## src/rtl/trainer_pkg.sv

```systemverilog
// Shared encodings for the gate trainer: function select codes, JK actions
// and the per-lane combinational gate function.
package trainer_pkg;

  localparam logic [2:0] SEL_AND  = 3'd0;
  localparam logic [2:0] SEL_OR   = 3'd1;
  localparam logic [2:0] SEL_NAND = 3'd2;
  localparam logic [2:0] SEL_NOR  = 3'd3;
  localparam logic [2:0] SEL_XOR  = 3'd4;
  localparam logic [2:0] SEL_XNOR = 3'd5;
  localparam logic [2:0] SEL_NOTA = 3'd6;
  localparam logic [2:0] SEL_JK   = 3'd7;

  // JK action is the {J, K} pair taken from {op_a, op_b} of a lane.
  typedef enum logic [1:0] {
    JK_HOLD   = 2'b00,
    JK_CLEAR  = 2'b01,
    JK_SET    = 2'b10,
    JK_TOGGLE = 2'b11
  } jk_action_e;

  function automatic logic gate_fn(input logic [2:0] sel, input logic x, input logic z);
    logic r;
    r = 1'b0;
    case (sel)
      SEL_AND:  r = x & z;
      SEL_OR:   r = x | z;
      SEL_NAND: r = ~(x & z);
      SEL_NOR:  r = ~(x | z);
      SEL_XOR:  r = x ^ z;
      SEL_XNOR: r = ~(x ^ z);
      SEL_NOTA: r = ~x;
      default:  r = 1'b0;
    endcase
    return r;
  endfunction

endpackage

```

## src/rtl/gate_trainer_stepper_step_gen.sv

```systemverilog
// Step event source: rising-edge detect on the manual step level, or the
// auto-step period divider. The event is combinational and lasts one cycle.
module step_gen #(
  parameter int DIV_W = 8
) (
  input  logic             clk,
  input  logic             rst_n,
  input  logic             auto_en,
  input  logic             step,
  input  logic [DIV_W-1:0] div,
  output logic             step_evt
);

  logic             step_q;
  logic             armed;
  logic [DIV_W-1:0] cnt;
  logic             manual_evt;
  logic             auto_evt;

  // armed stays low after reset until step has been seen low, so a step held
  // through reset release cannot look like a fresh edge.
  assign manual_evt = !auto_en && armed && step && !step_q;
  assign auto_evt   = auto_en && (cnt >= div);
  assign step_evt   = manual_evt || auto_evt;

  always_ff @(posedge clk or negedge rst_n) begin
    if (!rst_n) begin
      step_q <= 1'b0;
      armed  <= 1'b0;
      cnt    <= '0;
    end else begin
      step_q <= step;
      if (!step)
        armed <= 1'b1;
      if (!auto_en || auto_evt)
        cnt <= '0;
      else
        cnt <= cnt + DIV_W'(1);
    end
  end

endmodule

```

## src/rtl/gate_trainer_stepper.sv

```systemverilog
// Multi-lane logic-gate / JK trainer. Operands come from ports or from an
// internal sweep counter advanced by step events.
module gate_trainer_stepper
  import trainer_pkg::*;
#(
  parameter int WIDTH = 4,
  parameter int DIV_W = 8
) (
  input  logic             clk,
  input  logic             rst_n,
  input  logic [WIDTH-1:0] a,
  input  logic [WIDTH-1:0] b,
  input  logic [2:0]       sel,
  input  logic             auto_en,
  input  logic             step,
  input  logic [DIV_W-1:0] div,
  output logic [WIDTH-1:0] y,
  output logic [WIDTH-1:0] op_a,
  output logic [WIDTH-1:0] op_b,
  output logic             sweep_done
);

  localparam int SW = 2 * WIDTH;

  logic             step_evt;
  logic [SW-1:0]    sweep;
  logic [WIDTH-1:0] app_a;
  logic [WIDTH-1:0] app_b;
  logic [WIDTH-1:0] jk;
  logic [WIDTH-1:0] jk_nxt;
  logic [WIDTH-1:0] fn;

  step_gen #(.DIV_W(DIV_W)) u_step_gen (
    .clk      (clk),
    .rst_n    (rst_n),
    .auto_en  (auto_en),
    .step     (step),
    .div      (div),
    .step_evt (step_evt)
  );

  assign app_a = auto_en ? sweep[WIDTH-1:0]  : a;
  assign app_b = auto_en ? sweep[SW-1:WIDTH] : b;

  always_comb begin
    fn = '0;
    for (int i = 0; i < WIDTH; i++)
      fn[i] = gate_fn(sel, op_a[i], op_b[i]);
  end

  // JK lanes act on the registered operands, and only on a step event in JK mode.
  always_comb begin
    jk_nxt = jk;
    if (sel == SEL_JK && step_evt) begin
      for (int i = 0; i < WIDTH; i++) begin
        case (jk_action_e'({op_a[i], op_b[i]}))
          JK_CLEAR:  jk_nxt[i] = 1'b0;
          JK_SET:    jk_nxt[i] = 1'b1;
          JK_TOGGLE: jk_nxt[i] = ~jk[i];
          default:   jk_nxt[i] = jk[i];
        endcase
      end
    end
  end

  always_ff @(posedge clk or negedge rst_n) begin
    if (!rst_n) begin
      sweep      <= '0;
      op_a       <= '0;
      op_b       <= '0;
      jk         <= '0;
      y          <= '0;
      sweep_done <= 1'b0;
    end else begin
      if (auto_en && step_evt)
        sweep <= sweep + SW'(1);
      op_a       <= app_a;
      op_b       <= app_b;
      jk         <= jk_nxt;
      y          <= (sel == SEL_JK) ? jk_nxt : fn;
      sweep_done <= auto_en && step_evt && (sweep == '1);
    end
  end

endmodule

```

## config.mk

```make
export PLATFORM = sky130hd
export DESIGN_NAME = gate_trainer_stepper
export DESIGN_NICKNAME = d
export VERILOG_FILES = /design/src/rtl/trainer_pkg.sv /design/src/rtl/gate_trainer_stepper_step_gen.sv /design/src/rtl/gate_trainer_stepper.sv
export SDC_FILE = /design/constraint.sdc
export NUM_CORES = 1
export LEC_CHECK = 0
export ABC_AREA = 1
export CORE_AREA = 2 2 64 96
export DETAILED_ROUTE_END_ITERATION = 16
export DIE_AREA = 0 0 66 98
export PLACE_DENSITY = 0.69
export SETUP_SLACK_MARGIN = 0.3
export SYNTH_ARGS = -nofsm -noshare
export SYNTH_HDL_FRONTEND = slang
export SYNTH_HIERARCHICAL = 1
export SYNTH_SLANG_ARGS = --single-unit
```

## constraint.sdc

```tcl
create_clock -name clk -period 2.75 [get_ports clk]
set_input_delay 0.55 -clock clk [delete_from_list [all_inputs] [get_ports clk]]
set_output_delay 0.55 -clock clk [all_outputs]
set_load 0.005 [all_outputs]
```

==> flow_metrics.py <==
metrics = {
    "synthesis": {
        "synth_async_sr_flop_share_pct": 100,
        "post_synth_inst_count": 295,
        "yosys.area_share.xor_xnor_pct": 3.58,
        "yosysWarningCount": 6,
        "share_of_the_synthesized_area_in_compound_gates_ao_oa_aoi_oai_pct": 2.33,
        "netlist-cell-type-count": 23,
        "synth_top_flop_cell": "dfrtp_1",
        "mean_instance_size_in_the_synthesized_netlist_um2": 7.46,
        "yosys_register_bits": 35,
        "yosys.area_share.simple_pct": 33.2,
        "synth.area.mux_share_pct": 0,
        "synth_fa_ha_area_share_pct": 10.2,
        "synth.net_count": 336,
        "netlist_area_um2": 2200,
        "synth-edff-count": 0,
        "synth-seq-area-share_pct": 39.8,
        "main_combinational_cell_family_by_area_after_synthesis": "simple AND/OR/NAND/NOR gates",
    },
    "setup_path": {
        "reg2reg_from": "u_step_gen/cnt[0]$_DFF_PN0_",
        "worstSetupPathType": "in2reg",
        "worstSetupStartpoint": "div[7]",
        "critical_path.max_stage_delay_ns": 0.45,
        "critical_path.most_common_cell": "nand2_1",
        "crit_path_max_fanout": 6,
        "critical_path_arrival_ns": 2.47,
        "timing.critical_path.max_delay_family": "simple AND/OR/NAND/NOR gates",
        "worst_setup_path_end_kind": "flop",
        "timing.critical_path.required_ns": 2.93,
        "critical_path_buf_inv_count": 2,
        "rr_worst_depth": 17,
        "critPathLaunchType": "input port",
        "cp_slowest_cell": "clkdlybuf4s50_1",
        "reg2reg_slack_ns": 0.72,
        "timing.rr.end": "sweep[6]$_DFFE_PN0P_",
        "worstPathCellList": "clkdlybuf4s50_1 > inv_1 > ha_1 > nand2_1 > nor2_1 > nor2_1 > a21oi_4 > nand2_4 > nor2_4 > nand2_2 > nor2_4 > nand2_1 > nand2_1 > nand2_1",
    },
    "timing": {
        "timing.clock.skew_ns": 0.00471,
        "layout_setup_ws_ns": 0.453,
        "final_hold_viol_count": 0,
        "grt_setup_unrepaired": "false",
        "sum_of_negative_setup_slack_ns": 0,
        "final_period_utilization_pct": 83.5,
        "max_freq_mhz": 435,
        "worst_slew_margin_rel_pct": 63.3,
        "number_of_max_slew_violations_in_the_final_report": 0,
        "clock_period_minus_worst_slack_ns": 2.30,
        "worst_pin_slew_ns": 0.549,
        "number_of_setup_violations_in_the_final_report": 0,
    },
    "worst_hold_path": {
        "holdCritPathClass": "reg2reg",
        "hold-path-cell-count": 2,
        "holdCritStartpoint": "u_step_gen/armed$_DFFE_PN0N_",
        "min_to": "u_step_gen/armed$_DFFE_PN0N_",
    },
    "die": {
        "die_w_um": 66,
        "floorplan.initialDensity_pct": 38.6,
        "fp.dieArea_um2": 6470,
        "num_io_pins": 36,
        "die_height_um": 98,
        "num_rows": 34,
        "core_um2": 5700,
    },
    "pwr": {
        "power.sequential.fraction_pct": 47.6,
        "net-switching-power_w": 0.000488,
        "comb_power_share_pct": 29.8,
        "power.static_leakage_nw": 1.44,
        "clkPwrFrac_pct": 22.6,
        "peak_vdd_ir_mv": 0.263,
        "internal_power_w": 0.000983,
        "power_per_cell_area_nw_per_um2": 535,
        "power.share.switching_pct": 33.2,
    },
    "detailed_routing": {
        "totalWireLength_um": 4700,
        "drt-vias-per-instance": 4.78,
        "dr_total_vias": 1949,
        "route.antenna.remaining_nets": 0,
        "drt-pass1-iter-count": 4,
        "drc": 0,
        "drt-initial-drc-count": 100,
        "detail_route.wl_per_cell_um": 11.5,
    },
    "final_layout": {
        "mostFrequentLayoutCells": "nand2_1 (87), inv_1 (54), clkdlybuf4s50_1 (35), dfrtp_1 (35), nor2_1 (27)",
        "multi_input_comb_area_um2": 1120,
        "final_area_um2": 2750,
        "finish.cell_count_without_fillers": 408,
        "antenna_cells": 0,
        "mostFrequentLayoutCell": "nand2_1",
        "final_nets": 378,
        "postLayoutCoreUtil_pct": 48.2,
        "layout-drive-gt1-share_pct": 7.14,
        "flow.area_growth_from_synthesis_pct": 24.8,
        "fillerInstances": 561,
        "final-seq-area_um2": 876,
    },
    "cts": {
        "cts_tree": "built",
        "number_of_buffers_added_by_the_clock_tree_synthesis_step": 5,
        "clock_latency_ns": 0.28,
        "clkSinkCount": 35,
        "number_of_h_tree_levels": 2,
        "cts_buffer_depth": 2,
        "cts.clk_slew.worst_paths_ns": 0.07,
        "holdBufCountCts": 0,
        "clock-root-buffer": "clkbuf_8",
    },
    "place": {
        "dp_hpwl_um": 3570,
        "place_area_um2": 2630,
        "numPlacedInstances": 400,
        "port_buffers": 35,
        "routabilityCongestion": 0.862,
        "post-place-ws_ns": 0.121,
    },
    "global_routing": {
        "global_route.overflow_total": 0,
        "first_global_vias": 1899,
        "antenna_found_initial": 0,
        "all_layer_gr_usage_pct": 15.3,
        "maximum_number_of_pins_on_one_net_before_global_route_repair": 36,
        "first_pass_grt_wire_length_um": 7760,
    },
    "run": {
        "maxCapViolations": 0,
    },
    "outcome": {
        "run_status": "finished, final reports clean",
    },
}
==> tightest hold or removal path, stage by stage, from the launching register on <==
cell	delay (ns)
dfrtp_1	0.35
inv_1	0.04
nand2_1	0.04
==> area by class of cell <==
type                       count  area share (%)
multi-input combinational    201            40.7
sequential                    35            31.9
timing repair buffer          40            14.1
inverter                      54            7.38
tap                           72            3.28
clock buffer                   6            2.64
==> flip-flops by register name (all words and copies together) (netlist names), 4 cells and up <==
| name | cells |
|---|---|
| jk | 4 |
| op_a | 4 |
| op_b | 4 |
| sweep | 8 |
| u_step_gen/cnt | 8 |
| y | 4 |
==> metrics by stage <==
stage               hold WS, ns  power, W
floorplan                 0.254  0.000952
global placement          0.438   0.00112
CTS                       0.464   0.00148
detailed placement        0.448   0.00114
finish                    0.457   0.00147
global route              0.508   0.00158
==> what timing repair did <==
item | 4_1_cts | 5_1_grt
buffers inserted | 0 | 2
gates resized for setup | 0 | 8
endpoints found under the hold margin | 0 | 0
endpoints found under the setup margin | 0 | 7
==> power groups by stage <==
stage	Sequential, W	Combinational, W	Clock [W]
6_report	0.000700	0.000439	0.000333
5_1_grt	0.000710	0.000506	0.000364
4_1_cts	0.000699	0.000434	0.000345
3_5_place_dp	0.000709	0.000430	0
3_3_place_gp	0.000704	0.000416	0
2_1_floorplan	0.000689	0.000263	0
==> synth_stat cells (all sizes together) (2+ instances only) <==
master	instances	area [um^2]
a21oi	4	20.0
buf	4	32.5
dfrtp	35	876
ha	18	225
inv	54	203
nand2	90	340
nand3	27	140
nand4	10	68.8
nor2	33	149
nor3	2	20.0
o21ai	5	25.0
xnor2	2	17.5
xor2	7	61.3
==> worst max path at each step <==
| stage | depth (start not counted) | to | slack, ns |
|---|---|---|---|
| final | 14 | sweep[6]$_DFFE_PN0P_ | 0.45 |
| after global routing | 16 | sweep[6]$_DFFE_PN0P_ | 0.30 |
| after CTS | 14 | y[2]$_DFF_PN0_ | 0.40 |
| after detailed placement | 16 | y[2]$_DFF_PN0_ | 0.12 |
| after global placement | 16 | y[0]$_DFF_PN0_ | 0.15 |
| after floorplan | 16 | sweep[6]$_DFFE_PN0P_ | 0.69 |
==> cell families after synthesis <==
family	Yosys count
and+or+nand+nor	164
AOI/OAI and AO/OA	10
adders and majority gates	18
xor gates and xnor gates	9
buffers and inverters	59
DFF	35
==> per-layer routing <==
metal / track usage (%) / vias up / wire length [um]
met5: 0 / - / 0
met4: 8.79 / 0 / 164
met3: 2.53 / 14 / 144
met2: 27.6 / 45 / 2470
met1: 16.4 / 898 / 1920
li1: - / 992 / -
Note: power is estimated with default switching activity, not from simulation.
